[config.mk]
export PLATFORM = sky130hd
export DESIGN_NAME = ram_block_reader
export DESIGN_NICKNAME = d
export VERILOG_FILES = /design/src/rtl/ram_block_reader.sv
export SDC_FILE = /design/constraint.sdc
export NUM_CORES = 1
export LEC_CHECK = 0
export ABC_CLOCK_PERIOD_IN_PS = 2460
export BUFFER_PORTS_ARGS = -buffer_cell sky130_fd_sc_hd__buf_2
export CELL_PAD_IN_SITES_DETAIL_PLACEMENT = 1
export CELL_PAD_IN_SITES_GLOBAL_PLACEMENT = 2
export CORE_ASPECT_RATIO = 0.9
export CORE_MARGIN = 2
export CORE_UTILIZATION = 30
export CTS_BUF_LIST = sky130_fd_sc_hd__clkbuf_2
export DETAILED_ROUTE_END_ITERATION = 8
export PLACE_DENSITY = 0.76
export SYNTH_ARGS = -nofsm -noshare
export SYNTH_HDL_FRONTEND = slang
export SYNTH_SLANG_ARGS = --single-unit
[constraint.sdc]
create_clock -name clk -period 2.46 [get_ports clk]
set_input_delay 0 -clock clk [delete_from_list [all_inputs] [get_ports clk]]
set_output_delay 0 -clock clk [all_outputs]
set_load 0.05 [all_outputs]
[src/rtl/ram_block_reader.sv]
// ---------------------------------------------------------------------------
// ram_block_reader
//
// Read-side initiator for one port of a single-clock RAM with a 1-cycle
// registered read. A start command reads `length` consecutive words from
// `base_addr` (wrapping modulo DEPTH) and streams them out on a valid/ready
// interface. A 2-entry output FIFO absorbs the RAM read latency, so reads
// are only issued when there is guaranteed room for the returning word.
//
// Ports:
//   clk, rst_n          clock, asynchronous active-low reset
//   start               command strobe, sampled only in IDLE
//   base_addr [AW]      first word address, captured with start
//   length    [AW+1]    word count (0..DEPTH), captured with start
//   busy                high while the command is running
//   done                one-cycle pulse after the last word is accepted
//   ram_en, ram_addr    RAM read strobe and address
//   ram_dout  [WIDTH]   RAM read data, valid the cycle after ram_en
//   m_valid, m_data     output stream (registered, driven from FIFO head)
//   m_ready             output stream consumer ready
// ---------------------------------------------------------------------------
module ram_block_reader #(
  parameter int WIDTH = 8,
  parameter int DEPTH = 256,
  localparam int AW = $clog2(DEPTH)
) (
  input  logic             clk,
  input  logic             rst_n,
  input  logic             start,
  input  logic [AW-1:0]    base_addr,
  input  logic [AW:0]      length,
  output logic             busy,
  output logic             done,
  output logic             ram_en,
  output logic [AW-1:0]    ram_addr,
  input  logic [WIDTH-1:0] ram_dout,
  output logic             m_valid,
  output logic [WIDTH-1:0] m_data,
  input  logic             m_ready
);

  typedef enum logic [1:0] {
    S_IDLE,
    S_RUN,
    S_DONE
  } state_t;

  state_t           state;
  logic [AW:0]      len_q;      // words requested by the current command
  logic [AW:0]      issued;     // RAM reads issued so far
  logic [AW:0]      accepted;   // stream handshakes completed so far
  logic             inflight;   // a read was issued last cycle; data arrives now
  logic [1:0]       occ;        // FIFO occupancy (0..2)
  logic [WIDTH-1:0] tail;       // second FIFO entry; the head is m_data itself
  logic [1:0]       occ_next;

  logic             pop;
  logic             push;
  logic             space_ok;
  logic             last_pop;
  logic [AW-1:0]    addr_inc;

  assign pop  = m_valid & m_ready;
  assign push = inflight;

  // A read may issue only if the word it returns will find a free slot:
  // entries held plus the read still in flight, minus the word leaving now,
  // must be below the FIFO depth. Written as a sum to avoid underflow.
  assign space_ok = ({1'b0, occ} + {2'b00, inflight}) < (3'd2 + {2'b00, pop});

  // NOTE: ram_en is combinational so a pop in this cycle frees a slot for an
  // issue in the same cycle; that is what sustains one word per cycle.
  assign ram_en = (state == S_RUN) && (issued < len_q) && space_ok;

  assign last_pop = pop && (accepted == len_q - 1'b1);

  // Explicit wrap keeps non-power-of-two depths correct.
  assign addr_inc = (ram_addr == AW'(DEPTH - 1)) ? '0 : ram_addr + 1'b1;

  always_comb begin
    // NOTE: every always_comb output gets a default first, so no path can
    // leave it unassigned and infer a latch.
    occ_next = occ;
    if (push && !pop) begin
      occ_next = occ + 2'd1;
    end else if (!push && pop) begin
      occ_next = occ - 2'd1;
    end
  end

  // NOTE: all state uses non-blocking assignments so every register samples
  // the pre-edge values of the others, independent of statement order. The
  // two FIFO data entries are reset too: they are tiny, and m_data must read
  // zero out of reset.
  always_ff @(posedge clk or negedge rst_n) begin
    if (!rst_n) begin
      state    <= S_IDLE;
      busy     <= 1'b0;
      done     <= 1'b0;
      ram_addr <= '0;
      len_q    <= '0;
      issued   <= '0;
      accepted <= '0;
      inflight <= 1'b0;
      occ      <= '0;
      m_valid  <= 1'b0;
      m_data   <= '0;
      tail     <= '0;
    end else begin
      // Read pipeline and output FIFO.
      inflight <= ram_en;
      occ      <= occ_next;
      m_valid  <= (occ_next != 2'd0);

      case ({push, pop})
        2'b10: begin
          if (occ == 2'd0) m_data <= ram_dout;
          else             tail   <= ram_dout;
        end
        2'b01: begin
          // Advance the tail into the head; if the FIFO empties, the head
          // keeps a stale value that is masked by m_valid=0.
          m_data <= tail;
        end
        2'b11: begin
          if (occ == 2'd1) begin
            m_data <= ram_dout;
          end else begin
            m_data <= tail;
            tail   <= ram_dout;
          end
        end
        default: ;
      endcase

      // Control FSM.
      case (state)
        S_IDLE: begin
          if (start) begin
            len_q    <= length;
            ram_addr <= base_addr;
            issued   <= '0;
            accepted <= '0;
            if (length == '0) begin
              state <= S_DONE;
              done  <= 1'b1;
            end else begin
              state <= S_RUN;
              busy  <= 1'b1;
            end
          end
        end
        S_RUN: begin
          if (ram_en) begin
            issued   <= issued + 1'b1;
            ram_addr <= addr_inc;
          end
          if (pop) begin
            accepted <= accepted + 1'b1;
          end
          if (last_pop) begin
            state <= S_DONE;
            busy  <= 1'b0;
            done  <= 1'b1;
          end
        end
        S_DONE: begin
          done  <= 1'b0;
          state <= S_IDLE;
        end
        default: begin
          state <= S_IDLE;
          busy  <= 1'b0;
          done  <= 1'b0;
        end
      endcase
    end
  end

endmodule

==> qor.yml, run 1 <==
outcome: "finished, final reports clean"
diodes: 0
clk_pin_slew_ns: 0.19
synth_area_leaders: "dfrtp_1 43%, ha_1 5.9%, nand2_1 5.1%, o21ai_0 4.3%, mux2i_1 3.8%"
layout_commonest_cell: "dfrtp_1"
antenna_found_initial: 0
layout_common_cells: "58 x dfrtp_1, 47 x buf_2, 46 x nand2_1"
combPwrFrac: 0.526
grt_overflow: 0
fin_skew_ns: 0.0286
hpwl_um: 6750
worst_pin_slew_ns: 0.714
drive_gt1_frac: 0.241
worstPathArrival_ns: 2.73
cp_max_fo: 8
htree_num_levels: 3
placed_cells: 555
num_rows: 36
drt_pass1_iterations: 4
p_per_area_nw_per_um2: 1110
syn-cell-area_um2: 3410
synth_cell_types: 58
die_h_um: 105
route.detailed.drc: 0
setup_viol: 0
initial_core_util: 0.312
clock_latency_ns: 0.49
p_total_mw: 4.83
grt_pass1_wl_um: 15900
io_pins: 49
hp-class: "input pin to async pin"
syn_to_final_growth_pct: 27.2
synth_seq_cells: 59
nets: 489
ys_dominant_reg_cell: "dfrtp_1"
synthCells: 353
vias_per_cell: 4.97
dieArea_um2: 12200
ys_seq_area_frac: 0.433
timing.final.crit_period_ns: 2.32
yosysTopAreaCell: "dfrtp_1"
grt_util_all_layers: 0.164
p_clk_frac: 0.132
power.sequential.fraction: 0.342
drtIter0Drc: 44
post-route-util: 0.397
tritoncts: "yes"
final-instance-count-excl-fill: 601
critPathKind: "flip-flop to flip-flop"
root_buffer: "clkbuf_2"
synthArstFlopShare: 1.00
drv_slew: 0
synth_edf_count: 0
synth_top_area_share: 0.433
drv_cap: 0
synth_nets: 398
final.period_utilization: 0.945
leakage_nw: 1.97
antenna_left: 0
port_buffers: 48
power.internal_mw: 2.56
critPathLaunchType: "flip-flop"
fp.dieW_um: 116
endpoint_kind: "flip-flop"
p_sw_mw: 2.26
dr_total_vias: 2987
required_ns: 2.86
grt_max_degree: 32
syn_avg_cell_area_um2: 9.67
place_congestion: 0.827
yosysWarnings: 0
coreArea_um2: 10900
wl_per_cell_um: 15.3
report.final.hold_viol_count: 0
max_freq_mhz: 430
p_sw_frac: 0.469
slew_headroom: 0.524
numCtsBuffers: 9
clock_path_buffers: 2
peakVddDrop_uv: 872
grt_pass1_vias: 3252
clkSinkCount: 59
wirelength_um: 9220
==> cell type report <==
type,instances,area [um2]
clock inverter,6,65.1
clock buffer,10,50.0
tap,152,190
multi-input combinational,260,1810
sequential,59,1480
fill,1286,6610
inverter,20,75.1
timing repair buffer,94,672
==> final timing paths <==
| check | startpoint | end | slack [ns] | depth (start not counted) |
|---|---|---|---|---|
| worst max register to register | occ[0] | issued[8] | 0.14 | 7 |
| max in group asynchronous | rst_n | len_q[6] | 1.71 | 3 |
| worst min register to register | m_data[2] | m_data[2] | 0.50 | 2 |
| worst min-delay path | rst_n | tail[5] | 0.07 | 2 |
| worst max-delay path | occ[0] | issued[8] | 0.14 | 7 |
| min in group clk | m_ready | m_data[5] | 0.08 | 5 |
==> metal layers <==
layer  track usage  share of wire  vias up
met5             0              0        -
met4        0.0459          0.016        0
met3        0.0476          0.029       10
met2         0.273           0.50       41
met1         0.205           0.46     1482
li1              -              -     1454
==> registers in the layout, summed over array words and instances (netlist names) <==
signal and count:
busy 1, m_data 8, ram_addr 8, state 2, len_q 9, inflight 1, accepted 9, done 1
occ 2, m_valid 1, issued 9, tail 8
==> synth_stat cells (4+ instances only) <==
master	count
o21ai_0	29
and3_1	5
xnor2_1	5
clkbuf_1	8
o31ai_1	4
or4_1	5
inv_1	20
dfrtp_1	59
or2_2	4
nor2_1	13
nand2_1	46
a211oi_1	4
buf_2	4
nand4_1	4
nor3_1	7
or3_1	8
nand3_1	9
mux2_2	9
xor2_1	9
nor3b_1	4
a21oi_1	15
mux2i_1	13
ha_1	16
==> power groups by stage <==
stage	clock network [mW]	registers, mW	logic, mW
global route	0.705	1.72	2.79
finish	0.636	1.65	2.54
CTS	0.668	1.66	2.54
floorplan	0	2.08	1.34
global placement	0	1.67	2.36
detailed placement	0	1.68	2.45
==> cells by family after synthesis <==
logic type | after synthesis | share of synthesized area
compound gates | 88 | 0.176
flops | 59 | 0.433
fa+ha+maj | 16 | 0.0587
mux | 24 | 0.0766
xor+xnor | 14 | 0.0359
simple gates | 118 | 0.177
buf+inv | 34 | 0.0422
==> metrics by stage <==
step | hold slack [ns] | TNS [ns] | worst slack [ns] | cell area [um2]
floorplan | -0.296 | 0 | 0.239 | 3410
global placement | 0.0791 | 0 | 0.200 | 3910
detailed placement | 0.100 | 0 | 0.112 | 3910
CTS | 0.0309 | 0 | 0.0222 | 4310
global route | 0.0550 | -0.0155 | -0.0155 | 4340
finish | 0.0716 | 0 | 0.135 | 4340
==> critical path, cell delays in order (launching register included) <==
cell and delay (ns):
dfrtp_1 0.47, ha_1 0.21, ha_1 0.30, a32oi_1 0.27, o211ai_4 0.12, buf_4 0.19
or4_1 0.50, a21oi_1 0.17
==> timing repair <==
item | CTS | global route
setup endpoints to repair | 1 | 2
buffers inserted | 1 | 2
endpoints found under the hold margin | 90 | 0
hold buffers | 27 | 0
pin swaps | 1 | 0
gates resized for setup | 1 | 5
No activity file was read; power rests on OpenSTA's default activity.
==> run 2: changes to the inputs <==
==> constraint.sdc (replaced) <==
create_clock -name clk -period 2.46 [get_ports clk]
set_input_delay 0.246 -clock clk [delete_from_list [all_inputs] [get_ports clk]]
set_output_delay 0.246 -clock clk [all_outputs]
set_load 0.05 [all_outputs]
==> run 2 against run 1 <==
The run now ends with negative setup slack left. Fmax is 6.3% lower. Global-route usage increased by 0.59 points. Sequential cell count unchanged. Non-clock buffer count up 6. Cell count increased by 0.67%. Count of clock-buffer cells in the layout shrank 1. Clock power fell by 9.7%. First-iteration DRC count is 70% higher. Die area is the same. Via count increased by 0.80%. Setup slack got worse by 0.16 ns.
==> qor.yml, run 2 (synthesis results as in run 1) <==
r2r_slack_ns: 0.03  # -0.11 ns
layout_common_cells: "59 x dfrtp_1, 47 x buf_2, 46 x nand2_1"
worstSetupStartpoint: "issued[6]"
post-route-worst-setup-slack_ns: -0.0200  # -0.155 ns
htree_num_levels: 3  # unchanged
rsz0062_at_grt: "yes"
num_rows: 36  # unchanged
fin_skew_ns: 0.0243  # -0.00421 ns
r2r-start: "issued[6]"
clkSinkCount: 59  # unchanged
timing.final.crit_period_ns: 2.48  # +0.155 ns
port_buffers: 48  # unchanged
drtIter0Drc: 75  # +70%
min_from: "base_addr[5]"
reg2reg_to: "issued[7]"
grt_max_degree: 30  # -6.3%
vias_per_cell: 4.98  # +0.14%
setup_viol: 1  # +1
coreArea_um2: 10900  # unchanged
initial_core_util: 0.312  # unchanged
worstPathCellList: "ha_1 -> nand4_1 -> or3_4 -> o211ai_4 -> inv_2 -> buf_8"
outcome: "finished with violations"
root_buffer: "clkbuf_2"
grt_pass1_vias: 3255  # +0.092%
n_fill_cell: 1277  # -0.70%
antenna_left: 0  # unchanged
p_total_mw: 4.87  # +0.82%
numCtsBuffers: 9  # unchanged
worstPathArrival_ns: 2.23  # -0.50 ns
grt_util_all_layers: 0.170  # +0.00593
multi_input_comb_area_um2: 1840  # +1.6%
cpPeakStageDelay_ns: 0.43  # -0.07 ns
layout_commonest_cell: "dfrtp_1"
route.detailed.drc: 0  # unchanged
hp-class: "input pin to flip-flop"
syn_to_final_growth_pct: 27.9
max_freq_mhz: 403  # -6.3%
dieArea_um2: 12200  # unchanged
diodes: 0  # unchanged
grt_pass1_wl_um: 16300  # +2.8%
clk_pin_slew_ns: 0.16  # -0.03 ns
r2r_cells: 9  # +2
worst_pin_slew_ns: 0.576  # -0.137 ns
p_per_area_nw_per_um2: 1120  # +0.30%
peakVddDrop_uv: 780  # -11%
drt_pass1_iterations: 4  # unchanged
drv_cap: 0  # unchanged
tritoncts: "yes"
fp.dieW_um: 116  # unchanged
grt_overflow: 0  # unchanged
slew_headroom: 0.616  # +0.0914
critPathLaunchType: "flip-flop"
endpoint_kind: "primary output"
place_congestion: 0.773  # -6.5%
report.final.hold_viol_count: 0  # unchanged
reg_top3: "accepted (9), issued (9), len_q (9)"
grt_busiest_layer: "met2"
clock_path_buffers: 2  # unchanged
seq_area_um2: 1480  # about the same
hpwl_um: 6980  # +3.3%
wl_per_cell_um: 15.8  # +2.7%
violations: "negative setup slack"
leakage_nw: 1.98  # +0.72%
crit_path_end: "ram_en"
use_met1: 0.222  # +0.0164
drive_gt1_frac: 0.265  # +0.0244
die_h_um: 105  # unchanged
nets: 495  # +1.2%
wirelength_um: 9530  # +3.4%
io_pins: 49  # unchanged
antenna_found_initial: 0  # unchanged
hold_ws_ns: 0.0544  # -0.0172 ns
critPathKind: "flip-flop to primary output"
drv_slew: 0  # unchanged
critPathSlowestCell: "dfrtp_1"
required_ns: 2.21  # -0.65 ns
met2_usage: 0.283  # +0.0104
final.period_utilization: 1.01  # +0.0631
cp_max_fo: 2  # -6
clock_latency_ns: 0.50  # about the same
met3_usage: 0.0365  # -0.0110
dr_total_vias: 3011  # +0.80%
[run 2: cell count changes in the layout (fill, tap and decap cells not counted), moves of 2 or more]
cell	change
dlygate4sd3_1	-7
buf_4	+14
ha_4	+2
clkinv_1	+3
inv_2	+2
ha_1	-2
inv_1	-2
[run 2: metal layers]
metal / share of wire / routed length (um)
met1: 0.46 / 4360
met2: 0.50 / 4790
met3: 0.029 / 272
met4: 0.011 / 107
met5: 0 / 0
[run 2: worst max-delay path, delay by kind of cell (launching register included)]
kind / cells / cell delay [ns]
DFF: 1 / 0.43
buffers and inverters: 2 / 0.23
and+or+nand+nor: 2 / 0.55
AOI/OAI and AO/OA: 1 / 0.18
adders and majority gates: 1 / 0.33
[run 2: how the worst min path moves through the flow]
stage	end	slack, ns	cells after the start
after floorplan	accepted[0]	-0.05	0
after detailed placement	tail[5]	0.28	1
after global routing	ram_addr[5]	0.004	4
after global placement	tail[5]	0.27	1
after CTS	ram_addr[5]	0.004	4
final	ram_addr[5]	0.05	4
[run 2: through the flow]
| stage | TNS (ns) | setup WS [ns] | cells | util | cell area (um2) |
|---|---|---|---|---|---|
| after global routing | -0.270 | -0.178 | 605 | 0.399 | 4360 |
| after floorplan | 0 | 0.239 | 353 | - | 3410 |
| final | -0.0200 | -0.0200 | 605 | 0.399 | 4360 |
| after global placement | 0 | 0.172 | 562 | 0.361 | 3950 |
| after detailed placement | 0 | 0.119 | 562 | 0.361 | 3950 |
| after CTS | -0.0144 | -0.0144 | 605 | 0.397 | 4350 |
[run 2: repair_timing]
action,in CTS,in global routing
endpoints found under the setup margin,1,2
buffers inserted,9,0
pin swaps,4,2
hold buffers,20,0
cloned,0,0
endpoints found under the hold margin,43,0
gates resized for setup,7,3
[run 2: power by group]
| part | switching (mW) | internal (mW) | leakage [nW] |
|---|---|---|---|
| combinational | 1.57 | 1.07 | 1.22 |
| sequential | 0.329 | 1.32 | 0.700 |
| clock | 0.361 | 0.213 | 0.0601 |
| total | 2.26 | 2.60 | 1.98 |
[run 2: cell type report]
class / count / share of cell area
clock buffers: 9 / 0.0103
well taps: 152 / 0.0436
clock inverters: 5 / 0.0106
flip-flops and latches: 59 / 0.338
multi-input cells: 260 / 0.422
repair buffers: 100 / 0.158
inverters: 20 / 0.0172
==> run 3: changes to the inputs <==
--- a/config.mk
+++ b/config.mk
@@ -6,7 +6,6 @@
 export NUM_CORES = 1
 export LEC_CHECK = 0
 export ABC_CLOCK_PERIOD_IN_PS = 2460
-export BUFFER_PORTS_ARGS = -buffer_cell sky130_fd_sc_hd__buf_2
 export CELL_PAD_IN_SITES_DETAIL_PLACEMENT = 1
 export CELL_PAD_IN_SITES_GLOBAL_PLACEMENT = 2
 export CORE_ASPECT_RATIO = 0.9
@@ -14,7 +13,8 @@
 export CORE_UTILIZATION = 30
 export CTS_BUF_LIST = sky130_fd_sc_hd__clkbuf_2
 export DETAILED_ROUTE_END_ITERATION = 8
-export PLACE_DENSITY = 0.76
+export DONT_BUFFER_PORTS = 1
+export PLACE_DENSITY = 0.71
 export SYNTH_ARGS = -nofsm -noshare
 export SYNTH_HDL_FRONTEND = slang
 export SYNTH_SLANG_ARGS = --single-unit
==> run 3 against run 2 <==
Via count shrank 2.1%. Wire length grew 1.2%. Largest cell class unchanged. Non-clock buffer count fell by 27. Critical endpoint unchanged. Total power grew 3.7%. Cell count is 4.1% lower. Sequential cell count is the same. The flow still finishes with violations (negative setup slack). Global-route usage is 0.40 points lower.
==> qor.yml, run 3 (synthesis results as in run 1) <==
report.final.hold_viol_count: 0  # unchanged
clkSinkCount: 59  # unchanged
place_congestion: 0.797  # +3.1%
io_pins: 49  # unchanged
htree_num_levels: 3  # unchanged
cpPeakStageDelay_ns: 0.47  # +0.04 ns
violations: "negative setup slack"
multi_input_comb_area_um2: 1880  # +2.0%
syn_to_final_growth_pct: 28.5
setup_viol: 2  # +1
drv_slew: 0  # unchanged
endpoint_kind: "primary output"
leakage_nw: 1.91  # -3.8%
clock_path_buffers: 2  # unchanged
numCtsBuffers: 9  # unchanged
rsz0062_at_grt: "yes"
initial_core_util: 0.312  # unchanged
worst_pin_slew_ns: 0.594  # +0.0174 ns
worstPathCellList: "ha_4 -> nand4_1 -> or3_4 -> o211ai_4 -> inv_2 -> buf_8"
drive_gt1_frac: 0.231  # -0.0336
critPathLaunchType: "flip-flop"
vias_per_cell: 5.08  # +2.2%
required_ns: 2.21  # about the same
p_total_mw: 5.05  # +3.7%
p_per_area_nw_per_um2: 1150  # +3.2%
grt_pass1_vias: 3110  # -4.5%
placed_cells: 518  # -7.8%
coreArea_um2: 10900  # unchanged
pre_cts_ws_ns: 0.164  # +0.0457 ns
post-route-worst-setup-slack_ns: -0.0593  # -0.0393 ns
clock_latency_ns: 0.52  # +0.02 ns
die_h_um: 105  # unchanged
clk_pin_slew_ns: 0.19  # +0.03 ns
num_rows: 36  # unchanged
diodes: 0  # unchanged
hpwl_um: 6690  # -4.1%
final-instance-count-excl-fill: 580  # -4.1%
wl_per_cell_um: 16.6  # +5.6%
drt_pass1_iterations: 4  # unchanged
drv_cap: 0  # unchanged
critPathKind: "flip-flop to primary output"
cp_max_fo: 2  # unchanged
nets: 468  # -5.5%
fin_skew_ns: 0.0230  # -0.00137 ns
slew_headroom: 0.603  # -0.0124
grt_util_all_layers: 0.166  # -0.00396
critPathSlowestCell: "dfrtp_1"
hp-class: "input pin to flip-flop"
post_dp_cell_area_um2: 3740  # -5.3%
layout_commonest_cell: "dfrtp_1"
route.detailed.drc: 0  # unchanged
worstPathArrival_ns: 2.27  # +0.04 ns
grt_overflow: 0  # unchanged
port_buffers: 0  # -100%
seq_area_um2: 1480  # unchanged
grt_max_degree: 60  # +100%
outcome: "finished with violations"
reg_top3: "accepted (9), issued (9), len_q (9)"
n_fill_cell: 1260  # -1.3%
max_freq_mhz: 397  # -1.6%
timing.final.crit_period_ns: 2.52  # +0.0393 ns
antenna_left: 0  # unchanged
wirelength_um: 9650  # +1.2%
drtIter0Drc: 111  # +48%
final.period_utilization: 1.02  # +0.0160
antenna_found_initial: 0  # unchanged
dr_total_vias: 2949  # -2.1%
tritoncts: "yes"
grt_pass1_wl_um: 15800  # -3.3%
peakVddDrop_uv: 524  # -33%
root_buffer: "clkbuf_2"
fp.dieW_um: 116  # unchanged
hold_ws_ns: 0.0882  # +0.0338 ns
layout_common_cells: "59 x dfrtp_1, 46 x nand2_1, 44 x buf_4"
dieArea_um2: 12200  # unchanged
fin_area_um2: 4380  # +0.49%
-- run 3: changes by cell type in the layout (fill, tap and decap cells not counted), moves of 2 or more --
cell           before  now
buf_4              32   44
inv_2               2    5
clkinv_1            3    0
inv_1              18   15
buf_2              47    0
ha_1               14   12
clkinv_4            0    3
ha_4                2    4
dlygate4sd3_1      20   27
-- run 3: power breakdown --
group | total, mW | internal [mW] | switching [mW] | leakage (nW)
combinational | 2.55 | 1.15 | 1.39 | 1.14
sequential | 1.84 | 1.31 | 0.531 | 0.700
clock | 0.657 | 0.241 | 0.416 | 0.0725
-- run 3: worst paths after layout --
| kind | start | endpoint | depth (start not counted) | slack (ns) |
|---|---|---|---|---|
| hold / removal | base_addr[6] | ram_addr[6] | 4 | 0.09 |
| setup reg to reg | issued[7] | issued[5] | 12 | -0.05 |
| min in group asynchronous | rst_n | m_data[5] | 2 | 0.21 |
| max in group asynchronous | rst_n | issued[0] | 2 | 1.95 |
| setup / recovery | issued[7] | ram_en | 6 | -0.06 |
| hold reg to reg | tail[4] | tail[4] | 1 | 0.53 |
-- run 3: critical path, delay by kind of cell (launching register included) --
kind	cells	cell delay [ns]
DFF	1	0.47
adders and majority gates	1	0.28
and+or+nand+nor	2	0.58
buffers and inverters	2	0.23
AOI/OAI and AO/OA	1	0.19
-- run 3: routing by layer --
| metal | part of all wire | track usage | up-vias |
|---|---|---|---|
| li1 | - | - | 1426 |
| met1 | 0.46 | 0.215 | 1462 |
| met2 | 0.48 | 0.269 | 45 |
| met3 | 0.032 | 0.0447 | 16 |
| met4 | 0.019 | 0.0485 | 0 |
| met5 | 0 | 0 | - |
-- run 3: area by class of cell --
class | instances | area share
Multi-Input combinational cell | 260 | 0.428
Inverter | 20 | 0.0171
Tap cell | 152 | 0.0434
Clock buffer | 9 | 0.0103
Clock inverter | 7 | 0.0177
Timing Repair Buffer | 73 | 0.147
Sequential cell | 59 | 0.337
-- run 3: repair_timing --
item                                    CTS  global route
pin swaps                                 5             1
endpoints found under the hold margin    92             0
endpoints found under the setup margin    1             3
resized for setup                        10             8
hold buffers                             28             0
setup buffers                            14             4
-- run 3: stage by stage --
stage	utilization	setup TNS (ns)
CTS	0.395	-0.0185
floorplan	-	0
global placement	0.342	0
detailed placement	0.342	0
global route	0.401	-0.287
finish	0.401	-0.109
